## src/rtl/pe_array_feeder.sv

```systemverilog
// pe_array_feeder: transmit-side sequencer for a weight-stationary PE array.
// Loads ARRAY_DIM weight columns from the w_* stream, then streams num_vecs
// activation vectors from the x_* stream into the array. It counts returned
// psum_out_valid pulses and raises a one-cycle done pulse when the job is complete.
//
// Ports:
//   clk, rst            clock (rising edge), asynchronous active-high reset
//   start, num_vecs     job start (sampled in IDLE) and vector count (latched on start)
//   busy, done          job in progress / one-cycle completion pulse
//   w_valid/w_ready/w_data   weight column stream (slice r = row r)
//   x_valid/x_ready/x_data   activation vector stream (slice r = channel r)
//   weight_write_enable, weight_col, weight_in   registered weight-load port to array
//   data_in, data_valid                          registered data port to array
//   psum_out_valid      one pulse per completed result vector from the array
//
// state    | meaning
// ---------+-----------------------------------------------------------
// S_IDLE   | waiting for start; no beats accepted
// S_LOAD_W | accepting ARRAY_DIM weight columns
// S_STREAM | accepting activation vectors until num_vecs_q have been sent
// S_DRAIN  | all vectors sent; waiting for the remaining result pulses
module pe_array_feeder #(
  parameter int ARRAY_DIM  = 16,
  parameter int DATA_WIDTH = 8,
  parameter int CNT_WIDTH  = 16
) (
  input  logic                             clk,
  input  logic                             rst,
  input  logic                             start,
  input  logic [CNT_WIDTH-1:0]             num_vecs,
  output logic                             busy,
  output logic                             done,
  input  logic                             w_valid,
  output logic                             w_ready,
  input  logic [ARRAY_DIM*DATA_WIDTH-1:0]  w_data,
  input  logic                             x_valid,
  output logic                             x_ready,
  input  logic [ARRAY_DIM*DATA_WIDTH-1:0]  x_data,
  output logic                             weight_write_enable,
  output logic [$clog2(ARRAY_DIM)-1:0]     weight_col,
  output logic [ARRAY_DIM*DATA_WIDTH-1:0]  weight_in,
  output logic [ARRAY_DIM*DATA_WIDTH-1:0]  data_in,
  output logic                             data_valid,
  input  logic                             psum_out_valid
);

  localparam int COL_W = $clog2(ARRAY_DIM);

  typedef enum logic [1:0] {S_IDLE, S_LOAD_W, S_STREAM, S_DRAIN} state_t;

  state_t               state, state_d;
  logic [COL_W-1:0]     col_cnt;
  logic [CNT_WIDTH-1:0] num_vecs_q;
  logic [CNT_WIDTH-1:0] sent_cnt;
  logic [CNT_WIDTH-1:0] recv_cnt;

  logic w_acc, x_acc, psum_acc;
  logic last_col, last_vec, last_recv;

  // Ready decoded purely from registered state/counters.
  assign w_ready = (state == S_LOAD_W);
  assign x_ready = (state == S_STREAM) && (sent_cnt < num_vecs_q);

  assign w_acc     = w_valid && w_ready;
  assign x_acc     = x_valid && x_ready;
  assign last_col  = (col_cnt == COL_W'(ARRAY_DIM - 1));
  assign last_vec  = (sent_cnt == num_vecs_q - CNT_WIDTH'(1));
  assign last_recv = (recv_cnt == num_vecs_q - CNT_WIDTH'(1));

  // A result pulse is only meaningful for a vector already sent; anything
  // beyond sent_cnt is treated as spurious and dropped.
  assign psum_acc = psum_out_valid && ((state == S_STREAM) || (state == S_DRAIN)) &&
                    (recv_cnt < sent_cnt);

  always_ff @(posedge clk or posedge rst) begin
    if (rst) state <= S_IDLE;
    else     state <= state_d;
  end

  always_comb begin
    state_d = state;
    case (state)
      S_IDLE:   if (start && (num_vecs != '0)) state_d = S_LOAD_W;
      S_LOAD_W: if (w_acc && last_col)         state_d = S_STREAM;
      S_STREAM: if (x_acc && last_vec)         state_d = S_DRAIN;
      // recv_cnt < sent_cnt keeps completion out of S_STREAM.
      S_DRAIN:  if (psum_acc && last_recv)     state_d = S_IDLE;
      default:                                 state_d = S_IDLE;
    endcase
  end

  always_ff @(posedge clk or posedge rst) begin
    if (rst) begin
      col_cnt             <= '0;
      num_vecs_q          <= '0;
      sent_cnt            <= '0;
      recv_cnt            <= '0;
      busy                <= 1'b0;
      done                <= 1'b0;
      weight_write_enable <= 1'b0;
      weight_col          <= '0;
      weight_in           <= '0;
      data_in             <= '0;
      data_valid          <= 1'b0;
    end else begin
      done                <= 1'b0;
      weight_write_enable <= 1'b0;
      data_valid          <= 1'b0;
      // Bubbles feed zeros into the array skew lines.
      data_in             <= '0;

      if ((state == S_IDLE) && start) begin
        if (num_vecs == '0) begin
          done <= 1'b1;
        end else begin
          num_vecs_q <= num_vecs;
          col_cnt    <= '0;
          sent_cnt   <= '0;
          recv_cnt   <= '0;
          busy       <= 1'b1;
        end
      end

      // weight_col/weight_in intentionally hold between beats.
      if (w_acc) begin
        weight_write_enable <= 1'b1;
        weight_col          <= col_cnt;
        weight_in           <= w_data;
        col_cnt             <= col_cnt + COL_W'(1);
      end

      if (x_acc) begin
        data_valid <= 1'b1;
        data_in    <= x_data;
        sent_cnt   <= sent_cnt + CNT_WIDTH'(1);
      end

      if (psum_acc) begin
        recv_cnt <= recv_cnt + CNT_WIDTH'(1);
        if ((state == S_DRAIN) && last_recv) begin
          done <= 1'b1;
          busy <= 1'b0;
        end
      end
    end
  end

endmodule

```

## config.mk

```make
export PLATFORM = sky130hd
export DESIGN_NAME = pe_array_feeder
export DESIGN_NICKNAME = d
export VERILOG_FILES = /design/src/rtl/pe_array_feeder.sv
export SDC_FILE = /design/constraint.sdc
export NUM_CORES = 1
export LEC_CHECK = 0
export ABC_AREA = 1
export CAP_MARGIN = 20
export CORE_ASPECT_RATIO = 2
export CORE_MARGIN = 2
export CORE_UTILIZATION = 25
export CTS_CLUSTER_SIZE = 10
export DETAILED_ROUTE_END_ITERATION = 8
export PLACE_DENSITY = 0.52
export SLEW_MARGIN = 20
export SYNTH_ARGS = -nofsm -noshare
export SYNTH_HDL_FRONTEND = slang
export SYNTH_SLANG_ARGS = --single-unit
export TNS_END_PERCENT = 100
```

## constraint.sdc

```tcl
create_clock -name clk -period 17.65 [get_ports clk]
set_input_delay 5.295 -clock clk [delete_from_list [all_inputs] [get_ports clk]]
set_output_delay 5.295 -clock clk [all_outputs]
set_load 0.01 [all_outputs]
```

==> metrics.md <==
| Metric | Value |
|---|---|
| Slowest-stage cell, CP | clkdlybuf4s50_1 |
| Clock latency on the worst-skew pair | 0.55 ns |
| Gr usage total | 0.1758 |
| Initial DRC count | 510 |
| Flops & latches, synth | 318 |
| Overflow after GRT | 0 |
| Post-CTS setup buffers | 0 |
| Final net count | 2459 |
| Worst Hold End | weight_in[35]$_DFFE_PP0P_ |
| Core ar. | 54200 um2 |
| Final wirelength | 50.39 mm |
| CTS H-tree depth | 2 |
| Unrepaired setup endpoints after global routing | false |
| R2r setup slk | 14.18 ns |
| Yosys warns | 0 |
| Max-slew violation count | 0 |
| CP Max Fanout | 4 |
| Cell taking the most area after synthesis | dfrtp_1 |
| WP depth | 10 |
| Worst setup EP type | output pin |
| Largest net degree at the start of global routing | 108 |
| Crit path buffers/inverters | 4 |
| Die width | 169.0 um |
| DRC viols | 0 |
| Hold Crit Depth | 2 |
| Post-Syn Area | 13620 um2 |
| CP delay by family, top | buffers and inverters |
| IO Port Bufs | 543 |
| Setup-failing EPs final | 0 |
| Fill cell count | 5496 |
| WHS | 0.4765 ns |
| Final worst path period share | 0.4591 |
| Primary FF master, synth | dfrtp_1 |
| Clock sink count | 318 |
| Commonest non-fill, non-tap cell in the layout | nand2_1 |
| Max Cap Violations | 0 |
| Antenna viol nets, final | 0 |
| CP Cell Sequence | inv_1 -> ha_1 -> inv_1 -> nor2_1 -> nand2_1 -> a31o_2 -> nor2_1 -> nand2_1 -> inv_1 -> clkdlybuf4s50_1 |
| Final Hold Fails | 0 |
| R2R cell count | 10 |
| Worst Path Required | 12.35 ns |
| CTS tree | built |
| Net count after synthesis | 1919 |
| Cell leakage power | 10.31 nW |
| First-pass GRT wire length | 75.64 mm |
| Synth unique cells | 37 |
| Clk Tree Root Cell | clkbuf_16 |
| Cells resized by post-CTS repair | 0 |
| Commonest non-fill, non-tap cells in the layout | 563 x nand2_1, 543 x clkdlybuf4s50_1, 318 x dfrtp_1 |
| Sequential share of power | 0.355 |
| Hold-fix buffers, CTS | 0 |
| Min Tclk post-route | 8.103 ns |
| Actual slew at the worst max-slew pin | 0.9471 ns |
| Top-Level Pins | 544 |
| Critical Path Max Stage Delay | 0.53 ns |
| Initial antenna violation count | 7 |
| Ratio of cells with drive above 1 in the final layout | 0.03442 |
| Syn_area_per_cell | 8.507 um2 |
| Fin Setup TNS | 0 ns |
| Int Pwr | 1.958 mW |
| Status | completed |
| Die span in y | 334.1 um |
| P per Cell Area | 145.0 nW/um2 |
| VDD IR-drop max | 0.08949 mV |
| Vias/cell | 4.343 |
| GP Congestion | 0.8839 |
| Layout area overhead | 53.99% |
| Vias in the first global route | 13010 |
| Clock power frac | 0.253 |
| EDFF count, synth | 0 |
| Synth top area cells | dfrtp_1 58%, nand2_1 16%, inv_1 5.7% |
| Most used cell along the critical path | inv_1 |
| Hold Crit Start | weight_in[35]$_DFFE_PP0P_ |
| CP startpoint kind | flip-flop |
| Combinational Power Share | 0.391 |
| Seq/Total Area, Yosys | 0.5843 |
| Reg clk slew, reported paths | 0.05 ns |
| Placed wire-length estimate | 38.39 mm |
| Critical Path AT | 2.81 ns |
| # rows | 121 |
| Vias | 12290 |
| RR Startpoint | state[0]$_DFFE_PP0P_ |
| Hold Path Class | reg -> reg |
| Die ar. | 56470 um2 |
| CTS buffer count | 39 |
| Wire per inst | 17.80 um |
| CP Class | reg -> out |
| Max-slew headroom | 0.3686 |
| Skew final | 0.01994 ns |
| Max Clk Rate | 0.1234 GHz |
| Clock Tree Buf Depth | 3 |
| Mapped Cells | 1601 |
| Sw Ratio | 0.3563 |
| Worst r2r dst | sent_cnt[15]$_DFFE_PP0P_ |
| Synth top area share | 0.5843 |
| Net Sw Power | 1.084 mW |
| DRT Pass-1 Iters | 5 |
| Post-synth ARST share | 1.000 |
| Initial core utilization | 0.2513 |
## area by class of cell
| type | instances | area (um2) | area share |
|---|---|---|---|
| antenna | 4 | 10.01 | 0.0004773 |
| sequential | 318 | 7958 | 0.3794 |
| clock buffer | 45 | 1051 | 0.05011 |
| clock inverter | 5 | 117.6 | 0.005608 |
| inverter | 209 | 794.5 | 0.03788 |
| tap | 676 | 845.8 | 0.04033 |
| timing repair buffer | 550 | 5492 | 0.2618 |
| multi-input combinational | 1023 | 4705 | 0.2243 |
## logic make-up (layout without fill, tap and decap cells)
kind of cell	count (synthesis)	in the layout	share of synthesized area
buffers and inverters	260	809	0.07202
other	0	4	0
DFF	318	318	0.5843
adders and majority gates	40	40	0.03675
AOI/OAI and AO/OA	97	97	0.03978
xor gates and xnor gates	16	16	0.01029
and+or+nand+nor	870	870	0.2569
## worst reg2reg max path, cell delays in order (launching register included)
cell and delay (ns):
dfrtp_1 0.41, inv_1 0.12, ha_1 0.26, inv_1 0.14
nor2_1 0.11, nand2_1 0.05, a31o_2 0.21, nor2_1 0.27
nand3_4 0.66, nand2_1 0.87, o22ai_1 0.18
## cells in the mapped netlist (2+ instances only)
| cell | number |
|---|---|
| nand2_1 | 564 |
| dfrtp_1 | 318 |
| inv_1 | 208 |
| nor2_1 | 182 |
| nand3_1 | 85 |
| o21ai_0 | 44 |
| clkbuf_1 | 42 |
| ha_1 | 40 |
| a21oi_1 | 26 |
| xor2_1 | 13 |
| o22ai_1 | 12 |
| nor3_1 | 8 |
| nor2_2 | 7 |
| nor4_1 | 7 |
| nand4_1 | 6 |
| buf_1 | 5 |
| o32ai_1 | 5 |
| and2_1 | 3 |
| buf_2 | 3 |
| xnor2_1 | 3 |
| a31oi_1 | 2 |
| nand2_2 | 2 |
| nor2_8 | 2 |
## per-stage QoR
| stage | util | cell area, um2 | setup WS (ns) | power [mW] | cells |
|---|---|---|---|---|---|
| after floorplan | - | 13620 | 3.555 | 1.632 | 1601 |
| after global placement | 0.3651 | 19790 | 9.447 | 2.283 | 2776 |
| after detailed placement | 0.3651 | 19790 | 9.387 | 2.298 | 2776 |
| after CTS | 0.3867 | 20960 | 9.463 | 3.098 | 2826 |
| after global routing | 0.3870 | 20970 | 9.375 | 3.245 | 2830 |
| final | 0.3870 | 20970 | 9.547 | 3.041 | 2830 |
## worst max path at each step
| stage | from | to |
|---|---|---|
| after floorplan | rst | busy$_DFF_PP0_ |
| after detailed placement | rst | weight_in[101]$_DFFE_PP0P_ |
| final | state[0]$_DFFE_PP0P_ | x_ready |
| after CTS | state[0]$_DFFE_PP0P_ | x_ready |
| after global routing | state[0]$_DFFE_PP0P_ | x_ready |
| after global placement | rst | weight_in[101]$_DFFE_PP0P_ |
## registers in the layout, summed over array words and instances (netlist names)
register	flops
weight_col	4
col_cnt	4
weight_write_enable	1
busy	1
state	2
done	1
data_in	128
recv_cnt	16
num_vecs_q	16
weight_in	128
sent_cnt	16
data_valid	1
## power by group through the flow
stage               logic (mW)  clock network (mW)  registers, mW
floorplan                0.477                   0           1.15
global placement          1.20                   0           1.08
detailed placement        1.21                   0           1.09
CTS                       1.21               0.801           1.08
global route              1.32               0.824           1.11
finish                    1.19               0.771           1.08
## layer usage
metal	GRT usage	vias to the layer above	wire (um)
li1	-	5960	-
met1	0.1644	5727	16290
met2	0.3371	492	27530
met3	0.05479	109	3990
met4	0.08911	4	2553
met5	0	-	21
Note: power is estimated with default switching activity, not from simulation.
